[src/rtl/ula_pkg.sv]
// Shared opcodes, FSM state encoding and multi-cycle opcode for the ALU
// sequencing controller.
package ula_pkg;

    localparam logic [2:0] OP_ADD = 3'b000;
    localparam logic [2:0] OP_SUB = 3'b001;
    localparam logic [2:0] OP_AND = 3'b010;
    localparam logic [2:0] OP_OR  = 3'b011;
    localparam logic [2:0] OP_XOR = 3'b100;
    localparam logic [2:0] OP_NOT = 3'b101;
    localparam logic [2:0] OP_SHL = 3'b110;
    localparam logic [2:0] OP_MUL = 3'b111;

    // Only the multiplier uses the start/done handshake.
    localparam logic [2:0] OP_MC = OP_MUL;

    typedef enum logic [1:0] {
        ST_IDLE,
        ST_SETTLE,
        ST_WAIT_MC,
        ST_DONE
    } state_e;

    function automatic logic is_multicycle(input logic [2:0] op);
        return op == OP_MC;
    endfunction

endpackage

[src/rtl/ula_watchdog.sv]
// WAIT_MC watchdog: counts cycles while run_i is high and flags the cycle in
// which TIMEOUT_CYCLES have been spent without a done.
module ula_watchdog
    import ula_pkg::*;
#(
    parameter int unsigned TIMEOUT_CYCLES = 16
) (
    input  logic clk,
    input  logic rst_n,
    input  logic run_i,
    output logic expired_o
);

    localparam int unsigned CW = (TIMEOUT_CYCLES > 1) ? $clog2(TIMEOUT_CYCLES) : 1;

    logic [CW-1:0] cnt_q;
    logic [CW-1:0] cnt_d;

    // Counter reads 0 in the first WAIT_MC cycle, so expiry lands on the
    // TIMEOUT_CYCLES-th cycle.
    assign expired_o = run_i && (cnt_q == CW'(TIMEOUT_CYCLES - 1));

    always_comb begin
        cnt_d = '0;
        if (run_i && !expired_o) begin
            cnt_d = cnt_q + CW'(1);
        end
    end

    always_ff @(posedge clk or negedge rst_n) begin
        if (!rst_n) begin
            cnt_q <= '0;
        end else begin
            cnt_q <= cnt_d;
        end
    end

endmodule

[src/rtl/ula_controle.sv]
// ALU sequencing controller: accepts an op, drives the mux select bus, runs the
// multiplier handshake and returns result plus flags. Optional watchdog: ULA_TIMEOUT_EN.
module ula_controle
    import ula_pkg::*;
#(
    parameter int unsigned WIDTH          = 8,
    parameter int unsigned TIMEOUT_CYCLES = 16
) (
    input  logic             clk,
    input  logic             rst_n,
    input  logic             in_valid,
    output logic             in_ready,
    input  logic [2:0]       in_op,
    input  logic [WIDTH-1:0] in_a,
    input  logic [WIDTH-1:0] in_b,
    output logic [WIDTH-1:0] op_a,
    output logic [WIDTH-1:0] op_b,
    output logic [2:0]       sel,
    output logic             start_mc,
    input  logic             mc_done,
    input  logic [WIDTH-1:0] mux_y,
    output logic             out_valid,
    input  logic             out_ready,
    output logic [WIDTH-1:0] out_result,
    output logic             out_zero,
    output logic             out_neg,
    output logic             out_err
);

    if (TIMEOUT_CYCLES == 0) begin : g_bad_timeout
        $error("ula_controle: TIMEOUT_CYCLES must be at least 1");
    end

    state_e           state_q;
    logic [2:0]       sel_q;
    logic [WIDTH-1:0] op_a_q;
    logic [WIDTH-1:0] op_b_q;
    logic             start_mc_q;
    logic             out_valid_q;
    logic [WIDTH-1:0] out_result_q;
    logic             out_zero_q;
    logic             out_neg_q;
    logic             out_err_q;
    logic             timeout_hit;

`ifdef ULA_TIMEOUT_EN
    ula_watchdog #(
        .TIMEOUT_CYCLES (TIMEOUT_CYCLES)
    ) u_watchdog (
        .clk       (clk),
        .rst_n     (rst_n),
        .run_i     (state_q == ST_WAIT_MC),
        .expired_o (timeout_hit)
    );
`else
    assign timeout_hit = 1'b0;
`endif

    assign in_ready   = (state_q == ST_IDLE);
    assign sel        = sel_q;
    assign op_a       = op_a_q;
    assign op_b       = op_b_q;
    assign start_mc   = start_mc_q;
    assign out_valid  = out_valid_q;
    assign out_result = out_result_q;
    assign out_zero   = out_zero_q;
    assign out_neg    = out_neg_q;
    assign out_err    = out_err_q;

    always_ff @(posedge clk or negedge rst_n) begin
        if (!rst_n) begin
            state_q      <= ST_IDLE;
            sel_q        <= '0;
            op_a_q       <= '0;
            op_b_q       <= '0;
            start_mc_q   <= 1'b0;
            out_valid_q  <= 1'b0;
            out_result_q <= '0;
            out_zero_q   <= 1'b0;
            out_neg_q    <= 1'b0;
            out_err_q    <= 1'b0;
        end else begin
            case (state_q)
                ST_IDLE: begin
                    if (in_valid) begin
                        sel_q     <= in_op;
                        op_a_q    <= in_a;
                        op_b_q    <= in_b;
                        out_err_q <= 1'b0;
                        if (is_multicycle(in_op)) begin
                            state_q    <= ST_WAIT_MC;
                            start_mc_q <= 1'b1;
                        end else begin
                            state_q <= ST_SETTLE;
                        end
                    end
                end
                ST_SETTLE: begin
                    out_result_q <= mux_y;
                    out_zero_q   <= (mux_y == '0);
                    out_neg_q    <= mux_y[WIDTH-1];
                    out_valid_q  <= 1'b1;
                    state_q      <= ST_DONE;
                end
                ST_WAIT_MC: begin
                    start_mc_q <= 1'b0;
                    // start_mc_q high marks the first WAIT_MC cycle, where done is not yet trusted.
                    if (!start_mc_q && mc_done) begin
                        out_result_q <= mux_y;
                        out_zero_q   <= (mux_y == '0);
                        out_neg_q    <= mux_y[WIDTH-1];
                        out_valid_q  <= 1'b1;
                        state_q      <= ST_DONE;
                    end else if (timeout_hit) begin
                        out_result_q <= '0;
                        out_zero_q   <= 1'b1;
                        out_neg_q    <= 1'b0;
                        out_err_q    <= 1'b1;
                        out_valid_q  <= 1'b1;
                        state_q      <= ST_DONE;
                    end
                end
                ST_DONE: begin
                    if (out_ready) begin
                        out_valid_q <= 1'b0;
                        state_q     <= ST_IDLE;
                    end
                end
                default: state_q <= ST_IDLE;
            endcase
        end
    end

endmodule

[config.mk]
export PLATFORM = sky130hd
export DESIGN_NAME = ula_controle
export DESIGN_NICKNAME = d
export VERILOG_FILES = /design/src/rtl/ula_pkg.sv /design/src/rtl/ula_watchdog.sv /design/src/rtl/ula_controle.sv
export SDC_FILE = /design/constraint.sdc
export NUM_CORES = 1
export LEC_CHECK = 0
export ABC_AREA = 1
export ABC_CLOCK_PERIOD_IN_PS = 1500
export BUFFER_PORTS_ARGS = -buffer_cell sky130_fd_sc_hd__buf_2
export CORE_MARGIN = 10
export CORE_UTILIZATION = 46
export DETAILED_ROUTE_END_ITERATION = 10
export PLACE_DENSITY = 0.77
export SYNTH_ARGS = -nofsm -noshare
export SYNTH_HDL_FRONTEND = slang
export SYNTH_SLANG_ARGS = --single-unit
export TNS_END_PERCENT = 50
[constraint.sdc]
create_clock -name clk -period 1.5 [get_ports clk]
set_input_delay 0.225 -clock clk [delete_from_list [all_inputs] [get_ports clk]]
set_output_delay 0.225 -clock clk [all_outputs]
set_load 0.02 [all_outputs]
==> impl_metrics.tcl <==
set metrics [dict create \
    status "finished, final reports clean" \
    synth_compound_area_share_pct 2.09 \
    synth.mux.area_fraction_pct 17.5 \
    ys_ff_latch 32 \
    coreArea_mm2 0.00303 \
    grt_use_met1_pct 12.1 \
    n_antenna_cell 0 \
    hpwl_um 2710 \
    timing.final.crit_share_pct 97.8 \
    slowest_delay_ns 0.41 \
    setup-tns-final_ns 0 \
    yosys.area.top_type_share_pct 55.7 \
    critPathTopFamily "flip-flops" \
    cts_tree "yes" \
    synth.most_common_cell "nand2_1" \
    synth_area_leaders "dfrtp_1 56%, mux2_4 10%, nand2_1 9.4%" \
    synth_area_mm2 0.00144 \
    wirelength_um 3460 \
    synth_top_family_by_area "multiplexers" \
    path_clk_slew_ns 0.10 \
    clk_latency_ns 0.32 \
    path_cells "inv_1 > ha_2 > buf_4" \
    dieHeight_um 75.9 \
    grt_pass1_vias 1161 \
    powerDensity_mw_per_mm2 2390 \
    timing.critical_path.buf_inv 2 \
    post-cts-setup-buffer-count 0 \
    gp_congestion 0.799 \
    layout-drive-gt1-share_pct 46.9 \
    syn_inst 129 \
    grt_pass1_wl_um 5660 \
    die_x_um 75.9 \
    synth_area_leader_cell "dfrtp_1" \
    fillCellCount 264 \
    cellLeakagePower_uw 0.00104 \
    worstPathArrival_ns 1.24 \
    dieArea_mm2 0.00577 \
    yosys.area_share.simple_pct 14.4 \
    synth_ff_type "dfrtp_1" \
    crit_fanout 4 \
    synth_edf_count 0 \
    yosysWarnings 0 \
    nNetsFinal 232 \
    grt_overflow_total 0 \
    start_kind "register" \
    use_met3_pct 4.60 \
    cp.required_ns 1.27 \
    ys_seq_area_share_pct 55.7 \
    clock_skew_ns 0.00554 \
    grt-busiest-layer "met2" \
    clockBufferDepth 2 \
    worstSetupPathType "register to output pin" \
    ys_types 16 \
    async_flop_share_pct 100 \
    maxSlewHeadroom_pct 54.0 \
    via_per_inst 4.58 \
    ios 65 \
    cts.sinks 32 \
    worstMarginPinSlew_ns 0.690 \
    row_count 20 \
    first_pass_iters 4 \
    syn_to_final_growth_pct 29.0 \
    initial_utilization_pct 47.5 \
    drtIter0Drc 74 \
    synth_nets 165 \
    wl_per_cell_um 14.4 \
    multi_input_area_um2 559 \
    rsz0062_at_grt "yes" \
    timing.fmax_ghz 0.682 \
    fin_crit_ns 1.47 \
    grt_use_total_pct 12.0 \
    slew_viol_final 0 \
    synth_common_cells "36 x nand2_1, 32 x dfrtp_1, 13 x inv_1" \
    cpMaxStageDelayCell "dfrtp_1" \
    finalSetupViolCount 0 \
    numCtsBuffers 5 \
    clockRootBuffer "clkbuf_4" \
    cap_violations 0 \
    io_buffers 63 \
    holdWs_ns 0.104 \
    synth_xor_area_share_pct 0 \
    vias 1099 \
    seq_area_um2 801 \
    hold_class "input port to register" \
    synthAdderAreaFrac_pct 3.48 \
    endpoint_kind "output pin" \
    htreeDepth 2 \
    ir_worst_vdd_mv 0.998 \
    final_hold_viol_count 0 \
    antenna_found_initial 0 \
    ant_nets 0 \
    grtUsageMet2_pct 21.7 \
    drc_errors 0 \
    grt_max_degree 33 \
    postSynthAreaPerCell_um2 11.2 \
]
-- state kept, by name, summed over array words and instances, names as in the netlist --
name,cells
out_zero,1
start_mc,1
op_a,8
state_q,2
sel,3
out_valid,1
op_b,8
out_result,8
-- routing by layer --
metal,vias to the layer above,part of all wire [%]
met1,512,38
li1,538,-
met4,0,1.2
met3,6,6.3
met2,43,54
met5,-,0
-- path summary, 6_finish.rpt --
| check | depth (start not counted) | from | slack (ns) | endpoint |
|---|---|---|---|---|
| min in group asynchronous | 2 | rst_n | 0.47 | op_a[4] |
| worst max register to register | 4 | state_q[0] | 0.04 | op_b[2] |
| worst min-delay path | 3 | mux_y[1] | 0.10 | out_result[1] |
| max in group asynchronous | 2 | rst_n | 0.59 | op_a[0] |
| worst max-delay path | 3 | state_q[0] | 0.03 | in_ready |
| worst min register to register | 2 | out_result[4] | 0.48 | out_result[4] |
-- kinds of logic after synthesis --
family / count (synthesis)
DFF: 32
adders and majority gates: 4
other: 1
and+or+nand+nor: 50
buffers and inverters: 17
AOI/OAI and AO/OA: 6
muxes: 19
-- repair_timing --
action,CTS,global route
setup endpoints to repair,1,25
gates resized for setup,1,3
hold buffers,1,0
hold endpoints to repair,32,0
-- worst register-to-register path, delay by kind of cell, from the launching register on --
family | cells | cell delay [ns]
adder cells (fa/ha/maj) | 1 | 0.30
AND/OR/NAND/NOR | 1 | 0.18
flip-flops | 1 | 0.41
buffers and inverters | 1 | 0.12
multiplexers | 1 | 0.34
-- through the flow --
stage / std cells / instance area [um2] / total power, uW / utilization (%) / worst slack (ns)
2_1_floorplan: 129 / 1440 / 3230 / - / 0.155
3_3_place_gp: 232 / 1760 / 3760 / 58.2 / 0.102
3_5_place_dp: 232 / 1760 / 3890 / 58.2 / 0.0424
4_1_cts: 240 / 1840 / 4440 / 60.8 / 0.0140
5_1_grt: 240 / 1860 / 4810 / 61.3 / -0.0633
6_report: 240 / 1860 / 4450 / 61.3 / 0.0334
-- cell usage in the layout (no fill, tap or decap), drive strengths merged --
cell and instances:
dfrtp 32, nor2 5, o21ai 6, buf 63, mux2 19, ha 4
nand2 38, dlygate4sd3 1, nand3 6, nand4 1, inv 13, conb 1
clkbuf 7
-- final cells by class --
cell class / instances / area share, %
flip-flops and latches: 32 / 43.1
inverters: 13 / 2.63
repair buffers: 64 / 17.7
multi-input cells: 80 / 30.1
clock buffers: 7 / 3.50
well taps: 44 / 2.96
-- power by group --
part | leakage (uW) | total (uW) | switching (uW) | internal [uW]
registers | 0.000383 | 1530 | 227 | 1300
logic | 0.000621 | 2380 | 1430 | 943
clock network | 0.0000374 | 543 | 278 | 266
total | 0.00104 | 4450 | 1940 | 2510
Power figures use the tool's default switching activity.
